File: src/rtl/cell_sort_pkg.sv
// Shared types and helpers for the systolic cell sorter and its readout.
// Empty-entry detection lives here so the sorter reset value and the drain agree.
package cell_sort_pkg;

  localparam int MAX_SORTB = 64;
  localparam int MAX_METAB = 256;

  typedef enum logic [1:0] {
    IDLE,
    WAIT_QUIET,
    STREAM
  } readout_state_t;

  // Low sortb bits hold the empty key; ascending sorters park empties at all ones.
  function automatic logic [MAX_SORTB-1:0] empty_key(input bit rev, input int sortb);
    logic [MAX_SORTB-1:0] key;
    key = '0;
    if (rev) key = (MAX_SORTB'(1) << sortb) - MAX_SORTB'(1);
    return key;
  endfunction

  function automatic logic is_empty(input logic [MAX_SORTB-1:0] key,
                                    input logic [MAX_METAB-1:0] meta,
                                    input bit rev, input int sortb);
    return (key == empty_key(rev, sortb)) && (meta == '0);
  endfunction

endpackage

File: src/rtl/readout_mux.sv
// Registered selection of one snapshot entry plus the emptiness of the entry after it.
// On the capture edge the first entry comes straight from the live cells.
module readout_mux
  import cell_sort_pkg::*;
#(
  parameter int NCELLS = 16,
  parameter int SORTB  = 8,
  parameter int METAB  = 32,
  parameter int REV    = 0,
  parameter int IW     = $clog2(NCELLS)
) (
  input  logic                    clk,
  input  logic                    rst,
  input  logic                    load_first,
  input  logic                    load,
  input  logic [IW-1:0]           sel,
  input  logic [SORTB-1:0]        first_key,
  input  logic [METAB-1:0]        first_meta,
  input  logic [SORTB-1:0]        second_key,
  input  logic [METAB-1:0]        second_meta,
  input  logic [NCELLS*SORTB-1:0] snap_data,
  input  logic [NCELLS*METAB-1:0] snap_meta,
  output logic [SORTB-1:0]        cur_key,
  output logic [METAB-1:0]        cur_meta,
  output logic                    next_empty
);

  logic [SORTB-1:0] key_arr  [NCELLS];
  logic [METAB-1:0] meta_arr [NCELLS];
  logic [NCELLS:1]  later_empty;
  logic [IW:0]      sel_plus;
  logic             second_empty;

  genvar gi;
  for (gi = 0; gi < NCELLS; gi++) begin : g_unpack
    assign key_arr[gi]  = snap_data[gi*SORTB +: SORTB];
    assign meta_arr[gi] = snap_meta[gi*METAB +: METAB];
  end

  for (gi = 1; gi < NCELLS; gi++) begin : g_empty
    assign later_empty[gi] = is_empty(MAX_SORTB'(key_arr[gi]), MAX_METAB'(meta_arr[gi]),
                                      REV != 0, SORTB);
  end
  // Running off the end of the sorter looks like an empty successor.
  assign later_empty[NCELLS] = 1'b1;

  assign second_empty = is_empty(MAX_SORTB'(second_key), MAX_METAB'(second_meta), REV != 0, SORTB);
  assign sel_plus     = {1'b0, sel} + (IW+1)'(1);

  always_ff @(posedge clk) begin
    if (rst) begin
      cur_key    <= '0;
      cur_meta   <= '0;
      next_empty <= 1'b0;
    end else if (load_first) begin
      cur_key    <= first_key;
      cur_meta   <= first_meta;
      next_empty <= second_empty;
    end else if (load) begin
      cur_key    <= key_arr[sel];
      cur_meta   <= meta_arr[sel];
      next_empty <= later_empty[sel_plus];
    end
  end

endmodule

File: src/rtl/cell_sort_readout.sv
// Drain side of the systolic cell sorter: snapshot, clear the sorter, then stream
// the sorted entries best-first on a valid/ready port with index/last/count sideband.
module cell_sort_readout
  import cell_sort_pkg::*;
#(
  parameter int NCELLS     = 16,
  parameter int SORTB      = 8,
  parameter int METAB      = 32,
  parameter int REV        = 0,
  parameter int NOUT       = 16,
  parameter int SKIP_EMPTY = 1,
  localparam int IW        = $clog2(NCELLS),
  localparam int CW        = $clog2(NCELLS + 1)
) (
  input  logic                    clk,
  input  logic                    rst,
  input  logic [NCELLS*SORTB-1:0] cells_data_i,
  input  logic [NCELLS*METAB-1:0] cells_metadata_i,
  input  logic                    sorter_dav_i,
  input  logic                    start_i,
  output logic                    sorter_clear_o,
  output logic                    busy_o,
  output logic [SORTB-1:0]        m_data_o,
  output logic [METAB-1:0]        m_metadata_o,
  output logic [IW-1:0]           m_index_o,
  output logic                    m_last_o,
  output logic                    m_valid_o,
  input  logic                    m_ready_i,
  output logic                    done_o,
  output logic [CW-1:0]           count_o
);

  if (NOUT < 1 || NOUT > NCELLS || NCELLS < 2 || SORTB > MAX_SORTB || METAB > MAX_METAB)
  begin : g_param_check
    $error("cell_sort_readout: need 1 <= NOUT <= NCELLS, NCELLS >= 2, widths within package limits");
  end

  readout_state_t          state_reg, state_next;
  logic [NCELLS*SORTB-1:0] snap_data_reg;
  logic [NCELLS*METAB-1:0] snap_meta_reg;
  logic [IW-1:0]           index_reg;
  logic [CW-1:0]           count_reg;
  logic                    valid_reg, clear_reg, done_reg;
  logic                    capture, advance, finish;
  logic                    first_empty, skip_first, next_empty, xfer, is_last;

  assign first_empty = is_empty(MAX_SORTB'(cells_data_i[SORTB-1:0]),
                                MAX_METAB'(cells_metadata_i[METAB-1:0]), REV != 0, SORTB);
  assign skip_first  = (SKIP_EMPTY != 0) && first_empty;
  assign xfer        = valid_reg && m_ready_i;
  assign is_last     = (index_reg == IW'(NOUT - 1)) || ((SKIP_EMPTY != 0) && next_empty);

  always_ff @(posedge clk) begin
    if (rst) state_reg <= IDLE;
    else     state_reg <= state_next;
  end

  // A start arriving while done_o pulses belongs to the finished readout and is dropped.
  always_comb begin
    state_next = state_reg;
    capture    = 1'b0;
    advance    = 1'b0;
    finish     = 1'b0;
    case (state_reg)
      IDLE: begin
        if (start_i && !done_reg) state_next = WAIT_QUIET;
      end
      WAIT_QUIET: begin
        if (!sorter_dav_i) begin
          capture    = 1'b1;
          state_next = STREAM;
        end
      end
      STREAM: begin
        if (done_reg) begin
          state_next = IDLE;
        end else if (xfer) begin
          if (is_last) begin
            finish     = 1'b1;
            state_next = IDLE;
          end else begin
            advance = 1'b1;
          end
        end
      end
      default: state_next = IDLE;
    endcase
  end

  always_ff @(posedge clk) begin
    if (capture) begin
      snap_data_reg <= cells_data_i;
      snap_meta_reg <= cells_metadata_i;
    end
  end

  always_ff @(posedge clk) begin
    if (rst) begin
      index_reg <= '0;
      count_reg <= '0;
      valid_reg <= 1'b0;
      clear_reg <= 1'b0;
      done_reg  <= 1'b0;
    end else begin
      clear_reg <= capture;
      done_reg  <= finish || (capture && skip_first);
      if (capture) begin
        index_reg <= '0;
        valid_reg <= !skip_first;
        if (skip_first) count_reg <= '0;
      end
      if (advance) index_reg <= index_reg + IW'(1);
      if (finish) begin
        valid_reg <= 1'b0;
        count_reg <= CW'(index_reg) + CW'(1);
      end
    end
  end

  readout_mux #(
    .NCELLS(NCELLS),
    .SORTB (SORTB),
    .METAB (METAB),
    .REV   (REV),
    .IW    (IW)
  ) u_mux (
    .clk        (clk),
    .rst        (rst),
    .load_first (capture),
    .load       (advance),
    .sel        (index_reg + IW'(1)),
    .first_key  (cells_data_i[SORTB-1:0]),
    .first_meta (cells_metadata_i[METAB-1:0]),
    .second_key (cells_data_i[SORTB +: SORTB]),
    .second_meta(cells_metadata_i[METAB +: METAB]),
    .snap_data  (snap_data_reg),
    .snap_meta  (snap_meta_reg),
    .cur_key    (m_data_o),
    .cur_meta   (m_metadata_o),
    .next_empty (next_empty)
  );

  assign sorter_clear_o = clear_reg;
  assign busy_o         = (state_reg != IDLE);
  assign m_valid_o      = valid_reg;
  assign m_last_o       = valid_reg && is_last;
  assign m_index_o      = index_reg;
  assign done_o         = done_reg;
  assign count_o        = count_reg;

endmodule

File: config.mk
export PLATFORM = sky130hd
export DESIGN_NAME = cell_sort_readout
export DESIGN_NICKNAME = d
export VERILOG_FILES = /design/src/rtl/cell_sort_pkg.sv /design/src/rtl/readout_mux.sv /design/src/rtl/cell_sort_readout.sv
export SDC_FILE = /design/constraint.sdc
export NUM_CORES = 1
export LEC_CHECK = 0
export ABC_AREA = 1
export CAP_MARGIN = 25
export CELL_PAD_IN_SITES_DETAIL_PLACEMENT = 1
export CELL_PAD_IN_SITES_GLOBAL_PLACEMENT = 1
export CORE_AREA = 5 5 269 271
export CTS_BUF_LIST = sky130_fd_sc_hd__clkbuf_16
export CTS_CLUSTER_DIAMETER = 120
export DETAILED_ROUTE_END_ITERATION = 8
export DIE_AREA = 0 0 274 276
export PLACE_DENSITY = 0.88
export SYNTH_ARGS = -nofsm -noshare
export SYNTH_HDL_FRONTEND = slang
export SYNTH_SLANG_ARGS = --single-unit
File: constraint.sdc
create_clock -name clk -period 39.4 [get_ports clk]
set_input_delay 7.88 -clock clk [delete_from_list [all_inputs] [get_ports clk]]
set_output_delay 7.88 -clock clk [all_outputs]
set_load 0.01 [all_outputs]
==> results of run 1 <==
[placed cells by master (no fill, tap or decap), types with 11 or more instances in the layout]
| cell type | instances |
|---|---|
| sky130_fd_sc_hd__o211ai_1 | 43 |
| sky130_fd_sc_hd__o21ai_0 | 204 |
| sky130_fd_sc_hd__buf_4 | 23 |
| sky130_fd_sc_hd__nor2_1 | 503 |
| sky130_fd_sc_hd__clkbuf_16 | 79 |
| sky130_fd_sc_hd__inv_1 | 159 |
| sky130_fd_sc_hd__or2_2 | 17 |
| sky130_fd_sc_hd__clkdlybuf4s50_1 | 697 |
| sky130_fd_sc_hd__nand4_1 | 29 |
| sky130_fd_sc_hd__clkinv_1 | 11 |
| sky130_fd_sc_hd__o22ai_1 | 103 |
| sky130_fd_sc_hd__nand3_1 | 93 |
| sky130_fd_sc_hd__clkinv_2 | 14 |
| sky130_fd_sc_hd__a31oi_1 | 52 |
| sky130_fd_sc_hd__nor4_1 | 24 |
| sky130_fd_sc_hd__nand2_1 | 272 |
| sky130_fd_sc_hd__nor3_1 | 25 |
| sky130_fd_sc_hd__edfxtp_1 | 640 |
| sky130_fd_sc_hd__a21oi_1 | 49 |
| sky130_fd_sc_hd__dfxtp_1 | 54 |
| sky130_fd_sc_hd__diode_2 | 37 |
| sky130_fd_sc_hd__o221ai_1 | 58 |
| sky130_fd_sc_hd__o31ai_1 | 11 |
[layer usage]
| metal | up-vias | GRT usage [%] | routed length (microns) |
|---|---|---|---|
| li1 | 10496 | - | - |
| met1 | 12547 | 40.0 | 47200 |
| met2 | 1953 | 58.8 | 67400 |
| met3 | 500 | 8.42 | 13600 |
| met4 | 20 | 23.2 | 11300 |
| met5 | - | 0 | 124 |
[final timing paths]
kind	end	slack, ns
max	u_mux.cur_meta[16]	28.24
min	count_o[0]	0.48
max reg2reg	u_mux.cur_meta[12]	33.34
min reg2reg	count_o[0]	0.48
[power by group]
part,leakage (nW),internal [mW],total [mW],switching [mW]
combinational,5.75,0.0758,0.153,0.0767
sequential,6.31,0.854,0.880,0.0255
clock,1.25,0.398,0.710,0.311
[final cells by class]
class	count	area, sq um
clock buffers	79	1980
repair buffers	724	7200
inverters	144	546
clock inverters	62	453
diodes	37	92.6
multi-input cells	1534	7540
well taps	940	1180
flip-flops and latches	695	20300
fillers	7177	30200
[cell families (layout without fill, tap and decap cells)]
logic type	count (synthesis)	count (layout)	synth area share (%)
compound gates	538	538	11.3
xor+xnor	3	3	0.117
fa+ha+maj	3	3	0.130
buf+inv	273	1009	3.97
flops	695	695	70.2
other cells	0	37	0
simple gates	990	990	14.2
[worst min-delay path: cells and delay by family, from the launching register on]
family,cells,cell delay [ns]
compound gates,1,0.05
simple gates,1,0.07
flops,1,0.31
[through the flow]
step                      total power [mW]  std cells  hold slack (ns)
after floorplan                      0.964       2502            0.486
after global placement                1.03       4036            0.450
after global routing                  1.79       4206            0.498
final                                 1.74       4215            0.478
after detailed placement              1.04       4036            0.474
after CTS                             1.74       4177            0.481
==> run summary, run 1 <==
The flow ran to the end, and the final reports show no timing, DRC or antenna violations. The count of max-cap constraint violations is 0. In the global route stage, overall resource usage came out at 35.1%. The min-delay analysis places its worst path in the category reg2reg. The global-route wire length before repair is 191 mm. The kind of start point of the critical path is a primary input. The wire length per cell is 33.1 microns. The biggest area consumer among synthesized cells is sky130_fd_sc_hd__edfxtp_1.

The region available for standard cell placement spans 69500 sq um. The congestion estimate from routability-driven global placement came to 0.950. In the synthesized netlist the async set-or-reset flop fraction comes to 0%. The flip-flop count of the largest register, all copies and words added came out at 512. The maximum fanout count along the critical path is 81. The post-layout net count is 3824. In this run the critical register-to-register path is launched from m_index_o[0]. In the synthesized netlist, the cells that appear most often are sky130_fd_sc_hd__edfxtp_1 (640), sky130_fd_sc_hd__nor2_1 (503), sky130_fd_sc_hd__nand2_1 (274). For this run, the number of Yosys warnings is 0. Traced cell by cell, the critical path runs through clkdlybuf4s50_1, nor3_4, buf_4, buf_4, buf_4, nand2_1, a31oi_1. The final count of negative-setup-slack endpoints is 0. The die area is 75600 sq um. In the post-synthesis netlist, the biggest area contributors are sky130_fd_sc_hd__edfxtp_1 (66%), sky130_fd_sc_hd__nor2_1 (6.5%), sky130_fd_sc_hd__dfxtp_1 (3.8%). Summing all placed instances gives a cell area of 36800 sq um. The number of vias per cell came out at 6.05. For this run, design rule violations remaining after detail routing come to 0. Counting both buffers and inverters, the worst setup path holds a total of 4. The number of global-route vias before repair is 26588. The actual slew at the worst max-slew pin is 1.07 ns.

Tracing the worst setup path back leads to its startpoint at sorter_dav_i. The cell count of the worst hold path is 2. In this run the tightest slew margin relative to its limit is 28.7%. The portion of the post-synthesis area used by sequential elements came out at 70.2%.

The die is 274 microns wide. Setup repair after global routing left no endpoint under its margin. The total number of vias came out at 25516. For the final routed database, the setup TNS stands at 0 ns. The number of synthesized flops with an enable pin is 640. The number of failing hold endpoints at the final stage is 0. The post-route clock skew came out at 0.0290 ns. The clock-pin slew on the worst setup and hold paths is 0.06 ns.

The power per cell area came out at 44.3 nW/um^2. The tree is rooted in a sky130_fd_sc_hd__clkbuf_16. The worst supply voltage drop on vdd came out at 0.0440 mV.

The data required time at the worst endpoint is 39.91 ns. The chip height is 276 microns. The arrival time reported for the critical path endpoint is 11.67 ns. The number of distinct library cells after synthesis is 46. TritonCTS built the clock tree. The critical path crosses 7 cells after its start point. In this run, synthesis produced a sequential element count of 695. The mean post-synth cell area came out at 11.6 sq um.

In this run, CTS created clock tree buffers numbering 77. The count of nets left with antenna violations once routing finished came out at 0. The endpoint kind of the worst setup timing path is a register. The H-tree was split into 3 levels. The minimum period implied by the final worst setup slack came out at 11.16 ns. The cell count after synthesis came out at 2502. Among all flip-flop cells after synthesis, the most frequent one is sky130_fd_sc_hd__edfxtp_1. The count of instances resized after the clock tree is built came out at 0. The number of top-level pins came out at 699.

The fraction of post-synthesis cell area in the top cell type by area is 66.4%. The count of input and output buffers came out at 698. The area added between synthesis and finish came out at 35.8%. For this configuration, the core starts out at a cell density of 41.6%. The timing-limited maximum frequency is 89.6 MHz. The pin count of the biggest net entering global routing came out at 189.

The number of max-slew violations in the final report was 0. The most common cell in the synthesized netlist is sky130_fd_sc_hd__edfxtp_1. The worst setup path is of the in2reg kind. The post-synthesis cell area is 28900 sq um. The total nets after synthesis is 3150. The total routed wirelength came out at 140 mm.

The final clock period utilization by the worst path is 28.3%. The DRC marker count from the first detailed-route iteration came out at 3624. After layout, the worst setup slack is 28.24 ns. The post-layout instance area is 39300 sq um. The post-route core utilization came out at 56.5%. The kind of cell adding the most delay to the critical path is buffers and inverters. In this design, the stage delay of the slowest critical-path cell is 0.94 ns. The total number of clock tree sinks came out at 695. The first-pass iteration count of the detailed router is 6. The cell with the biggest individual delay on the critical path is sky130_fd_sc_hd__buf_4. The cell that appears most often on the critical path is sky130_fd_sc_hd__buf_4.

The launch instance of the worst min-delay path is count_o[0]. The number of antenna violations at the first check in global routing came out at 43. The count of hold buffers inserted by post-cts repair is 0. Detailed placement finished with a half-perimeter wire length of 103 mm. The worst-case clock buffer depth is 3.

For this run the aggregate overflow at the end of global routing stands at 0. For the worst-skew pair, the clock arrives at the later sink with an insertion delay of 0.63 ns. The worst register-to-register path has a depth of 12. The static power due to leakage is 13.3 nW.

The worst slack after detailed placement is 27.68 ns. The floorplan row count is 97. The fraction of final layout cells with drive strength greater than 1 is 5.28%.

The buffer count from post-CTS setup fixing came out at 0.
Power figures use the tool's default switching activity.
==> run 2: changes to the inputs <==
--- a/config.mk
+++ b/config.mk
@@ -9,12 +9,12 @@
 export CAP_MARGIN = 25
 export CELL_PAD_IN_SITES_DETAIL_PLACEMENT = 1
 export CELL_PAD_IN_SITES_GLOBAL_PLACEMENT = 1
-export CORE_AREA = 5 5 269 271
+export CORE_AREA = 5 5 294 296
 export CTS_BUF_LIST = sky130_fd_sc_hd__clkbuf_16
 export CTS_CLUSTER_DIAMETER = 120
 export DETAILED_ROUTE_END_ITERATION = 8
-export DIE_AREA = 0 0 274 276
-export PLACE_DENSITY = 0.88
+export DIE_AREA = 0 0 299 301
+export PLACE_DENSITY = 0.79
 export SYNTH_ARGS = -nofsm -noshare
 export SYNTH_HDL_FRONTEND = slang
 export SYNTH_SLANG_ARGS = --single-unit
==> constraint.sdc (replaced) <==
create_clock -name clk -period 9.43 [get_ports clk]
set_input_delay 1.886 -clock clk [delete_from_list [all_inputs] [get_ports clk]]
set_output_delay 1.886 -clock clk [all_outputs]
set_load 0.01 [all_outputs]
==> run 2 against run 1 <==
Compared with the run above: core utilization down 9.0 points; non-clock buffer count up 2; final cell count up 3.6%; largest cell class unchanged.
==> run summary, run 2 (synthesized netlist as in run 1, its figures left out) <==
The initial core utilization is 34.7% (-6.9 points). The total routed wirelength came out at 136 mm (-2.6%). The worst setup path category is reg2reg. The maximum fanout count along the critical path is 65 (-20%).

The post-layout net count is 3828 (+0.10%). The clock-pin slew on the worst setup and hold paths came out at 0.06 ns (about the same). The TritonCTS clock tree is yes. The number of antenna violations at the first check in global routing was 53 (+23%). The buffer count from post-CTS setup fixing is 0 (unchanged). The worst setup path is launched from a register. The total global routing track utilization is 28.7% (-6.4 points). The fraction of final layout cells with drive strength greater than 1 came out at 5.28% (about the same). The share of total power consumed by net switching came to 23.5% (-0.24 points). The chip height came out at 301 microns (+9.1%). The internal power came out at 5.62 mW (+320%).

The power per cell area came to 186 nW/um^2 (+320%). The number of max-slew violations in the final report is 0 (unchanged). The area added between synthesis and finish is 36.8%. The timing-limited maximum frequency came out at 210 MHz. The final worst setup slack was 4.66 ns (-23.58 ns).

The clock insertion delay at the later pin of the skew report came out at 0.63 ns (about the same). The count of hold buffers inserted by post-cts repair is 0 (unchanged). The post-layout instance area came out at 39600 sq um (+0.74%).

The number of failing hold endpoints at the final stage was 0 (unchanged). The count of max-cap constraint violations is 0 (unchanged). The count of input and output buffers came to 698 (unchanged).

The switching power total came out at 1.73 mW (+320%). The post-route total power is 7.35 mW (+320%). The global route total overflow is 0 (unchanged). The number of nets still failing antenna checks after routing is 0 (unchanged). The number of vias per cell is 5.60 (-7.4%). The final clock period utilization by the worst path came out at 50.6%. The floorplan row count came out at 106 (+9.3%).

The flip-flop count of the largest register, all copies and words added is 512 (unchanged). The max-slew headroom at the worst pin is 26.3% (-2.4 points). The number of top-level pins came out at 699 (unchanged). The total placed instance area came to 37000 sq um (+0.54%).

The die width came to 299 microns (+9.1%). The worst hold path belongs to the class reg2reg. The total number of clock tree sinks was 695 (unchanged). The clock network fraction of design power came out at 41.5% (+0.8 points). The number of global-route vias before repair came out at 25692 (-3.4%).

Setup repair after global routing left no endpoint under its margin. The minimum period implied by the final worst setup slack came out at 4.77 ns. The actual slew at the worst max-slew pin is 1.11 ns (+0.0362 ns). The final weighted congestion in routability-driven placement is 0.948 (-0.20%). The worst-case clock buffer depth was 3 (unchanged). The number of levels the H-tree was split into came to 3 (unchanged).

The area of the core was 83300 sq um (+20%). The run finished with clean final reports. The post-DP HPWL came out at 102 mm (-0.56%). In this run the clock root is driven by a sky130_fd_sc_hd__clkbuf_16. The first-pass iteration count of the detailed router was 5 (-1). The post-route core utilization is 47.5% (-9.0 points). The share of power burned in registers is 50.1% (-0.4 points). The logic gate share of total power is 8.5% (-0.3 points).

The library cell used most frequently in the layout, excluding fill and tap cells, is sky130_fd_sc_hd__clkdlybuf4s50_1. The arrival time reported for the critical path endpoint came to 5.31 ns (-6.36 ns). The clock buffer count from CTS came out at 79 (+2.6%).

The count of instances resized after the clock tree is built came out at 0 (unchanged). The data required time at the worst endpoint came out at 9.97 ns (-29.94 ns). The global-route wire length before repair came out at 186 mm (-2.8%). The DRC marker count from the first detailed-route iteration was 3000 (-17%). The wire length per cell came out at 31.1 microns (-5.9%). The die area came out at 90000 sq um (+19%).

The static power due to leakage is 13.4 nW (+0.34%). The endpoint kind of the worst setup timing path is a register. The final count of negative-setup-slack endpoints came out at 0 (unchanged).

The post-route clock skew is 0.0280 ns (-0.00100 ns). The number of DRC violations after detailed routing was 0 (unchanged). The pin count of the biggest net entering global routing came out at 186 (-1.6%). The post-route setup TNS is 0 ns (unchanged). The worst slack after detailed placement came out at 4.54 ns (-23.14 ns). The total number of vias came out at 24459 (-4.1%). The library cells used most frequently in the layout, excluding fill and tap cells, are sky130_fd_sc_hd__clkdlybuf4s50_1 (697), sky130_fd_sc_hd__edfxtp_1 (640), sky130_fd_sc_hd__nor2_1 (503). The worst supply voltage drop on vdd came out at 0.118 mV (+170%).
## run 2: layout make-up
class	instances	area, sq um
well taps	1080	1350
clock buffers	80	2000
flip-flops and latches	695	20300
diodes	44	110
multi-input cells	1534	7540
inverters	144	546
fillers	8914	43700
repair buffers	726	7250
clock inverters	62	479
## run 2: through the flow
stage                     cells  hold WS, ns
final                      4365        0.482
after global routing       4358        0.505
after CTS                  4320        0.486
after detailed placement   4178        0.476
after global placement     4177        0.460
after floorplan            2502        0.486
## run 2: metal layers
| layer | vias up | global-route usage (%) | part of all wire [%] |
|---|---|---|---|
| met5 | - | 0 | 0.079 |
| met4 | 16 | 13.2 | 4.9 |
| met3 | 303 | 7.33 | 9.2 |
| met2 | 1443 | 49.3 | 50 |
| met1 | 12174 | 34.1 | 36 |
| li1 | 10523 | - | - |
## run 2: power by group through the flow
stage / sequential (mW) / clock [mW] / combinational (mW)
2_1_floorplan: 3.72 / 0 / 0.181
3_3_place_gp: 3.73 / 0 / 0.602
3_5_place_dp: 3.73 / 0 / 0.615
4_1_cts: 3.67 / 3.08 / 0.620
5_1_grt: 3.68 / 3.22 / 0.653
6_report: 3.68 / 3.04 / 0.621
## run 2: final timing paths
path / to / startpoint / cells past startpoint / slack, ns
max reg2reg: u_mux.cur_meta[14] / m_index_o[0] / 9 / 4.66
min reg2reg: count_o[1] / count_o[1] / 2 / 0.48
max: u_mux.cur_meta[14] / m_index_o[0] / 9 / 4.66
min: count_o[1] / count_o[1] / 2 / 0.48
## run 2: worst max-delay path, cell delays in order (launching register included)
cell and delay, ns:
sky130_fd_sc_hd__dfxtp_4 0.66, sky130_fd_sc_hd__inv_4 0.28, sky130_fd_sc_hd__ha_2 0.51, sky130_fd_sc_hd__buf_4 0.38
sky130_fd_sc_hd__nand2_4 0.52, sky130_fd_sc_hd__buf_4 0.77, sky130_fd_sc_hd__o22ai_1 0.19, sky130_fd_sc_hd__o31ai_1 0.91
sky130_fd_sc_hd__o211ai_1 0.15, sky130_fd_sc_hd__a31oi_1 0.20
